[src/rtl/hazard_scoreboard_pkg.sv]
// Shared constants, hazard classification type and small helpers for the
// ID-stage hazard scoreboard and its counter bank.
package hazard_scoreboard_pkg;

  localparam int HSB_RPORTS       = 2;
  localparam int HSB_FWD          = 3;
  localparam int HSB_DW           = 32;
  localparam int HSB_REG_NUM      = 32;
  localparam int HSB_MAX_INFLIGHT = 4;
  localparam int AW               = 5;

  // Outcome of checking one read port against the pipeline and the scoreboard
  typedef enum logic [1:0] {
    HZ_NONE  = 2'd0,
    HZ_FWD   = 2'd1,
    HZ_STALL = 2'd2
  } hz_kind_e;

  // r0 is hard-wired zero, so it never carries a dependency
  function automatic logic addr_nz(input logic [AW-1:0] a);
    return (a != {AW{1'b0}});
  endfunction

endpackage

[src/rtl/hazard_scoreboard_sb_counter_bank.sv]
// Per-register saturating counters of outstanding writes. Incremented when a
// writer leaves ID, decremented when it retires at WB, cleared on flush.
module sb_counter_bank
  import hazard_scoreboard_pkg::*;
#(
  parameter int REG_NUM      = HSB_REG_NUM,
  parameter int MAX_INFLIGHT = HSB_MAX_INFLIGHT,
  parameter int CW           = $clog2(MAX_INFLIGHT + 1)
) (
  input  logic               clk,
  input  logic               reset,
  input  logic               flush,
  input  logic               inc,
  input  logic [AW-1:0]      inc_addr,
  input  logic               dec,
  input  logic [AW-1:0]      dec_addr,
  output logic [REG_NUM-1:0] busy_vec,
  output logic               overflow
);

  logic [CW-1:0]      cnt_r [REG_NUM];
  logic               ovf_r;
  logic [REG_NUM-1:0] inc_hit_s;
  logic [REG_NUM-1:0] dec_hit_s;
  logic [REG_NUM-1:0] sat_hit_s;

  // Decode inc/dec addresses into per-register strobes and detect saturation
  always_comb begin
    inc_hit_s = {REG_NUM{1'b0}};
    dec_hit_s = {REG_NUM{1'b0}};
    sat_hit_s = {REG_NUM{1'b0}};
    for (int r = 0; r < REG_NUM; r++) begin
      inc_hit_s[r] = inc && (inc_addr == AW'(r));
      dec_hit_s[r] = dec && (dec_addr == AW'(r));
      sat_hit_s[r] = inc_hit_s[r] && !dec_hit_s[r] &&
                     (cnt_r[r] == CW'(MAX_INFLIGHT));
    end
  end

  // Counter update: a simultaneous inc and dec of one register cancel out;
  // saturated counters hold and raise the sticky overflow flag
  always_ff @(posedge clk) begin
    if (reset) begin
      for (int r = 0; r < REG_NUM; r++) cnt_r[r] <= {CW{1'b0}};
      ovf_r <= 1'b0;
    end else if (flush) begin
      for (int r = 0; r < REG_NUM; r++) cnt_r[r] <= {CW{1'b0}};
      ovf_r <= ovf_r;
    end else begin
      for (int r = 0; r < REG_NUM; r++) begin
        if (inc_hit_s[r] && !dec_hit_s[r]) begin
          if (cnt_r[r] != CW'(MAX_INFLIGHT)) cnt_r[r] <= cnt_r[r] + CW'(1);
          else                               cnt_r[r] <= cnt_r[r];
        end else if (dec_hit_s[r] && !inc_hit_s[r]) begin
          if (cnt_r[r] != {CW{1'b0}}) cnt_r[r] <= cnt_r[r] - CW'(1);
          else                        cnt_r[r] <= cnt_r[r];
        end else begin
          cnt_r[r] <= cnt_r[r];
        end
      end
      ovf_r <= ovf_r | (|sat_hit_s);
    end
  end

  // Busy view straight from the counter registers
  always_comb begin
    busy_vec = {REG_NUM{1'b0}};
    for (int r = 0; r < REG_NUM; r++) begin
      busy_vec[r] = (cnt_r[r] != {CW{1'b0}});
    end
  end

  assign overflow = ovf_r;

endmodule

[src/rtl/hazard_scoreboard.sv]
// ID-stage hazard unit: forwards operands from the youngest matching pipeline
// stage and pauses ID while a producer is not ready or still in flight in a
// unit that has no forwarding path.
module hazard_scoreboard
  import hazard_scoreboard_pkg::*;
#(
  parameter int NUM_RPORTS   = HSB_RPORTS,
  parameter int NUM_FWD      = HSB_FWD,
  parameter int DW           = HSB_DW,
  parameter int REG_NUM      = HSB_REG_NUM,
  parameter int MAX_INFLIGHT = HSB_MAX_INFLIGHT
) (
  input  logic                     clk,
  input  logic                     reset,
  input  logic                     flush,
  input  logic [NUM_RPORTS*AW-1:0] rf_raddr,
  input  logic                     issue_valid,
  input  logic                     issue_we,
  input  logic [AW-1:0]            issue_waddr,
  input  logic [NUM_FWD-1:0]       fwd_valid,
  input  logic [NUM_FWD-1:0]       fwd_we,
  input  logic [NUM_FWD-1:0]       fwd_ready,
  input  logic [NUM_FWD*AW-1:0]    fwd_waddr,
  input  logic [NUM_FWD*DW-1:0]    fwd_data,
  input  logic [NUM_FWD-1:0]       int_pause,
  input  logic                     commit_valid,
  input  logic [AW-1:0]            commit_waddr,
  output logic                     pause,
  output logic [NUM_RPORTS-1:0]    rd_occur,
  output logic [NUM_RPORTS*DW-1:0] rd_fwd_data,
  output logic [REG_NUM-1:0]       busy_vec,
  output logic                     sb_overflow
);

  logic                     inc_s;
  logic                     dec_s;
  logic                     pause_s;
  logic [REG_NUM-1:0]       busy_s;
  logic                     ovf_s;
  logic [NUM_RPORTS-1:0]    stall_s;
  logic [NUM_RPORTS-1:0]    occur_s;
  logic [NUM_RPORTS*DW-1:0] data_s;

  sb_counter_bank #(
    .REG_NUM      (REG_NUM),
    .MAX_INFLIGHT (MAX_INFLIGHT)
  ) u_bank (
    .clk      (clk),
    .reset    (reset),
    .flush    (flush),
    .inc      (inc_s),
    .inc_addr (issue_waddr),
    .dec      (dec_s),
    .dec_addr (commit_waddr),
    .busy_vec (busy_s),
    .overflow (ovf_s)
  );

  // Scoreboard strobes: only a writer that actually leaves ID is counted
  always_comb begin
    inc_s = issue_valid && !pause_s && issue_we && addr_nz(issue_waddr);
    dec_s = commit_valid && addr_nz(commit_waddr);
  end

  // Per-port classification: youngest matching stage decides forward vs stall;
  // without a match, a busy counter stalls unless the write retires this cycle
  always_comb begin
    logic [AW-1:0] a_v;
    logic          hit_v;
    int            hit_idx_v;
    hz_kind_e      kind_v;
    stall_s = {NUM_RPORTS{1'b0}};
    occur_s = {NUM_RPORTS{1'b0}};
    data_s  = {(NUM_RPORTS*DW){1'b0}};
    for (int p = 0; p < NUM_RPORTS; p++) begin
      a_v       = rf_raddr[AW*p +: AW];
      hit_v     = 1'b0;
      hit_idx_v = 0;
      kind_v    = HZ_NONE;
      for (int s = NUM_FWD - 1; s >= 0; s--) begin
        if (fwd_valid[s] && fwd_we[s] && (fwd_waddr[AW*s +: AW] == a_v)) begin
          hit_v     = 1'b1;
          hit_idx_v = s;
        end else begin
          hit_v     = hit_v;
        end
      end
      if (!addr_nz(a_v)) begin
        kind_v = HZ_NONE;
      end else if (hit_v) begin
        if (fwd_ready[hit_idx_v]) kind_v = HZ_FWD;
        else                      kind_v = HZ_STALL;
      end else if (busy_s[a_v] && !(commit_valid && (commit_waddr == a_v))) begin
        kind_v = HZ_STALL;
      end else begin
        kind_v = HZ_NONE;
      end
      case (kind_v)
        HZ_FWD: begin
          occur_s[p]           = 1'b1;
          data_s[DW*p +: DW]   = fwd_data[DW*hit_idx_v +: DW];
        end
        HZ_STALL: stall_s[p]   = 1'b1;
        HZ_NONE:  occur_s[p]   = 1'b0;
        default:  occur_s[p]   = 1'b0;
      endcase
    end
  end

  // ID pause: operand stall or interrupt-detect request from a live stage
  always_comb begin
    pause_s = ((|stall_s) || (|(int_pause & fwd_valid))) && !reset && !flush;
  end

  // Outputs read as zero while reset is asserted
  always_comb begin
    pause       = pause_s;
    rd_occur    = occur_s & {NUM_RPORTS{~reset}};
    rd_fwd_data = data_s & {(NUM_RPORTS*DW){~reset}};
    busy_vec    = busy_s & {REG_NUM{~reset}};
    sb_overflow = ovf_s;
  end

endmodule
[config.mk]
export PLATFORM = sky130hd
export DESIGN_NAME = hazard_scoreboard
export DESIGN_NICKNAME = d
export VERILOG_FILES = /design/src/rtl/hazard_scoreboard_pkg.sv /design/src/rtl/hazard_scoreboard_sb_counter_bank.sv /design/src/rtl/hazard_scoreboard.sv
export SDC_FILE = /design/constraint.sdc
export NUM_CORES = 1
export LEC_CHECK = 0
export ABC_AREA = 1
export ABC_CLOCK_PERIOD_IN_PS = 8200
export BUFFER_PORTS_ARGS = -buffer_cell sky130_fd_sc_hd__buf_4
export CORE_MARGIN = 2
export CORE_UTILIZATION = 62
export DETAILED_ROUTE_END_ITERATION = 10
export PLACE_DENSITY = 0.95
export SYNTH_ARGS = -nofsm -noshare
export SYNTH_HDL_FRONTEND = slang
export SYNTH_SLANG_ARGS = --single-unit
[constraint.sdc]
create_clock -name clk -period 8.2 [get_ports clk]
set_clock_uncertainty 0.15 [all_clocks]
set_input_delay 0.82 -clock clk [delete_from_list [all_inputs] [get_ports clk]]
set_output_delay 0.82 -clock clk [all_outputs]
set_load 0.01 [all_outputs]
# After elaboration in Yosys (flattened, before gate mapping)
# Memory sizes are Yosys's and may differ from the RTL's.
# Cells that the tools add are included.
# word_totals
regBits	1
ramBits	96
input_bits	149
output_inout_bits	100
wordCells	1795
memories	1
# op_classes
add_sub_neg	64
n_lt_le_gt_ge	4
n_eq_ne	138
shift	2
mux	1097
n_bitwise	198
n_reduce_logical	290
# memory_table
name	depth	width	rd	rd_clocked_by_memory_dff	write_ports	line	rtl
u_bank.cnt_r	32	3	32	0	32	hazard_scoreboard_sb_counter_bank.sv:21	logic [CW-1:0] cnt_r [REG_NUM];
# op_table
cell	count
$mux W1	885
$mux W3	192
$or A1 B1 Y1	193
$mux W32	6
$shiftx A96 B32 Y32	2
$logic_and A1 B1 Y1	179
$eq A5 B5 Y1 const B	32
$add A3 B1 Y3 const B	32
$eq A3 B3 Y1 const B	32
$ne A3 B3 Y1 const B	32
$reduce_bool A3 Y1	32
$sub A3 B1 Y3 const B	32
$eq A5 B4 Y1 const B	16
$logic_not A1 Y1	69
$and A64 B64 Y64	1
$lt A32 B4 Y1 const B	2
$eq A5 B3 Y1 const B	8
$eq A5 B5 Y1	8
$and A32 B32 Y32	1
$reduce_or A32 Y1	1
$eq A5 B2 Y1 const B	4
$mux W2	10
$reduce_bool A5 Y1	4
$lt A5 B6 Y1 const B	2
12 further kinds	18

# Longest topological paths before layout
# logic_depth
depth_word	32
mapped_depth	28

# Modules after synthesis
# Synthesis repeated with hierarchy kept, for this count alone.
# hier_totals
cells_unflattened	2070
hier_area_um2	13342.8
# modules_own_cells
mod	instances	cells_per_inst	area_each_um2
sb_counter_bank	1	1314	9626.7
hazard_scoreboard	1	756	3716.1

# Least setup slack after synthesis
# Ideal clock, no wire load.
# synth_path
kind	input -> register
start	in rf_raddr[8]
end	mem u_bank.cnt_r[1][14] (netlist name) (data pin)
arrival_time_ps	3677
required_time_ps	7903
path_slack_ps	4226
cell_stages	21
path_buffers	2
path_cell_list	buf_2 > inv_2 > nand2_1 > o21ai_0 > nor2_1 > nand3_1 > nand3_4 > nand3_2 > a21oi_1 > nand2_1 > nand3_2 > nand2_4 > nand2_4 > buf_6 > nor2_2 > ha_1 > nor3_1 > o21ai_0 > fa_1 > or2_2 > a21oi_1
# synth_lines
element	line	rtl
start: declaration	hazard_scoreboard.sv:16	input logic [NUM_RPORTS*AW-1:0] rf_raddr,
end: declaration	hazard_scoreboard_sb_counter_bank.sv:21	

==> results.yml <==
logic_synthesis:
  yosysTopAreaCell: "edfxtp_1"
  syn_area_mm2: 0.0126
  async_reset_ff_share_pct: 0
  synth_seq_area_share_pct: 23.0
  ys.flop_type: "edfxtp_1"
  synth_top_area_share_pct: 22.8
  synth-edff-count: 96
  synthCells: 1936
  synth_area_leaders: "edfxtp_1 23%, inv_1 12%, ha_1 11%"
  yosysWarningCount: 0
  yosysUniqueCellTypes: 47
  syn_avg_cell_area_um2: 6.52
  ys_seq_elements: 97
worst_setup_path:
  arrival_ns: 5.67
  start_kind: "input pin"
  crit_buf_inv: 3
  worst-path-max-fanout: 65
  rr_startpoint: "u_bank.cnt_r[0][24]$_SDFFCE_PP0P_"
  critPathKind: "in2reg"
  path_cells: "buf_4 -> inv_2 -> nand2_1 -> nand3_1 -> nor2_1 -> inv_1 -> nor2_1 -> nand2_2 -> nand2_1 -> nand3_1 -> a21oi_1 -> nand2_1 -> nand3_2 -> nand2_4 -> nand2_4 -> nor2_2 -> ha_1 -> nor3_1 -> o21ai_0 -> fa_1 -> or2_2 -> a21oi_1"
  crit_start: "rf_raddr[0]"
  critical-path-top-delay-family: "simple AND/OR/NAND/NOR gates"
  slowest_stage: "nand2_2"
  critical_path.max_stage_delay_ns: 0.64
  end_kind: "flip-flop"
  cp.required_ns: 8.26
  cp_common_cell: "nand2_1"
timing:
  timing.fmax_ghz: 0.178
  period_minus_slack_ns: 5.61
  setup_tns_ns: 0
  period_share_pct: 68.4
  worst_pin_slew_ns: 1.14
  grt_setup_unrepaired: "false"
  finalSetupViolCount: 0
  maxSlewViolCount: 0
  max_slew_margin_pct: 23.9
  hold_violations: 0
power_and_ir_drop:
  total_power_mw: 1.47
  p_leak_nw: 6.87
  ir_worst_vdd_v: 0.000103
  power_density_mw_per_mm2: 99.4
final_layout:
  finalNetCount: 2403
  syn2layout_area_growth_pct: 17.1
  final_layout_size_suffix_gt1_share_pct: 15.8
  fillers: 1560
run:
  maxCapViolCount: 0
cts:
  path_clk_slew_ns: 0.07
  htree_levels: 3
  cts_sinks: 97
  post-cts-setup-buffers: 0
  cts_buffers: 9
  cts_hold_buf: 0
  ctsLongestPathBuffers: 2
  post_cts_resized: 0
  cts_tree: "done"
  clk_latency_ns: 0.37
  clock_tree.root_cell: "clkbuf_16"
die:
  rows: 52
  die-width_um: 147
  initial_core_util_pct: 62.8
  num_io_pins: 249
  die_h_um: 147
  core_area_mm2: 0.0201
  dieArea_mm2: 0.0215
drt:
  drtIter0Drc: 1656
  via_per_inst: 5.88
  num_vias: 14100
  drt_first_pass_iters: 8
  drc: 0
  antenna_left: 0
  wire_per_inst_um: 17.4
  wl_mm: 41.7
placement:
  io_buffer_count: 248
  hpwl_mm: 32.0
  gp_congestion: 0.976
hold_path:
  worstHoldPathType: "reg2reg"
  hp-start: "u_bank.overflow$_SDFFE_PP0N_"
global_routing:
  grtUsageTotal_pct: 37.3
  grt_pass1_vias: 13300
  overflow: 0
  antenna_found_initial: 2
  grt_max_degree: 68
  grt_pass1_wl_mm: 65.0
outcome:
  status: "complete, no violations"
[final timing paths]
kind / slack (ns) / depth (start not counted) / end
max: 2.59 / 22 / u_bank.cnt_r[1][14]$_SDFFCE_PP0P_
min: 0.35 / 2 / u_bank.overflow$_SDFFE_PP0N_
max reg2reg: 3.58 / 22 / u_bank.cnt_r[1][14]$_SDFFCE_PP0P_
min reg2reg: 0.35 / 2 / u_bank.overflow$_SDFFE_PP0N_
[registers in the layout (all words and copies together) (netlist names)]
name,flops
u_bank.overflow,1
u_bank.cnt_r,96
[placed cells by master, fill, tap and decap left out, types with 18 or more instances in the layout]
| cell type | n |
|---|---|
| nor2_2 | 32 |
| a211oi_1 | 28 |
| xor2_1 | 18 |
| ha_1 | 114 |
| nand4_1 | 25 |
| nor2_1 | 246 |
| o211ai_1 | 24 |
| inv_1 | 388 |
| xnor2_1 | 38 |
| nand2_1 | 318 |
| edfxtp_1 | 96 |
| o22ai_1 | 24 |
| buf_4 | 255 |
| o21ai_0 | 117 |
| nor3_1 | 41 |
| or2_2 | 18 |
| a21oi_1 | 90 |
| nand3_1 | 135 |
[metrics by stage]
step	setup WS [ns]	hold slack (ns)	util (%)	cell area, um2	std cells
floorplan	4.23	0.324	-	12600	1938
global placement	2.59	0.342	72.2	14500	2385
detailed placement	2.38	0.342	72.2	14500	2385
CTS	2.71	0.353	73.5	14800	2400
global route	2.32	0.375	73.5	14800	2400
finish	2.59	0.353	73.5	14800	2401
[synth_stat cells, drive strengths merged, types with 4 or more instances]
cell type / instances
inv: 397
nand2: 322
nor2: 279
nand3: 139
o21ai: 123
ha: 114
edfxtp: 96
a21oi: 90
buf: 49
nor3: 41
xnor2: 38
clkbuf: 29
a211oi: 28
nand4: 25
o211ai: 24
o22ai: 24
or2: 19
xor2: 18
a31oi: 14
fa: 14
o221ai: 13
nor4: 12
nand3b: 6
a32oi: 4
[report_power, final]
| part | internal [mW] | switching, mW | leakage [nW] | total [mW] |
|---|---|---|---|---|
| registers | 0.583 | 0.0263 | 1.03 | 0.609 |
| clock network | 0.203 | 0.196 | 0.131 | 0.398 |
| logic | 0.172 | 0.289 | 5.71 | 0.462 |
[cells by family after synthesis]
group,synth area share [%]
AND/OR/NAND/NOR,29.2
buffers and inverters,14.8
AO/OA/AOI/OAI,15.6
adder cells (fa/ha/maj),13.5
flip-flops,23.0
XOR/XNOR,3.89
other,0.0297
[worst reg2reg max path, cell delays in order (launching register included)]
cell	delay, ns
edfxtp_1	0.40
inv_1	0.09
ha_1	0.23
nand2_1	0.15
inv_1	0.15
a21oi_1	0.15
nand3_1	0.10
nand2_1	0.09
nand2_1	0.05
nand3_1	0.06
nand3_1	0.10
nand2_1	0.07
nand2_1	0.07
nand3_2	0.10
nand2_4	0.26
nand2_4	0.59
nor2_2	0.06
ha_1	0.22
nor3_1	0.26
o21ai_0	0.25
fa_1	0.49
or2_2	0.30
a21oi_1	0.12
[layout make-up]
cell class / instances / area (um2) / share of cell area, %
Multi-Input combinational cell: 1366 / 7870 / 53.3
Tap cell: 270 / 338 / 2.29
Clock inverter: 6 / 35.0 / 0.237
Timing Repair Buffer: 255 / 1910 / 13.0
Clock buffer: 9 / 225 / 1.52
Inverter: 397 / 1490 / 10.1
Sequential cell: 97 / 2900 / 19.6
Antenna cell: 1 / 2.50 / 0.0169
[layer usage]
layer  global-route usage [%]  routed length [um]  vias to the layer above
li1                         -                   -                     6647
met1                     45.0               15300                     6415
met2                     62.3               19300                      884
met3                     8.56                4920                      176
met4                     19.4                2180                        2
met5                        0                  15                        -
No activity file was read; power rests on OpenSTA's default activity.
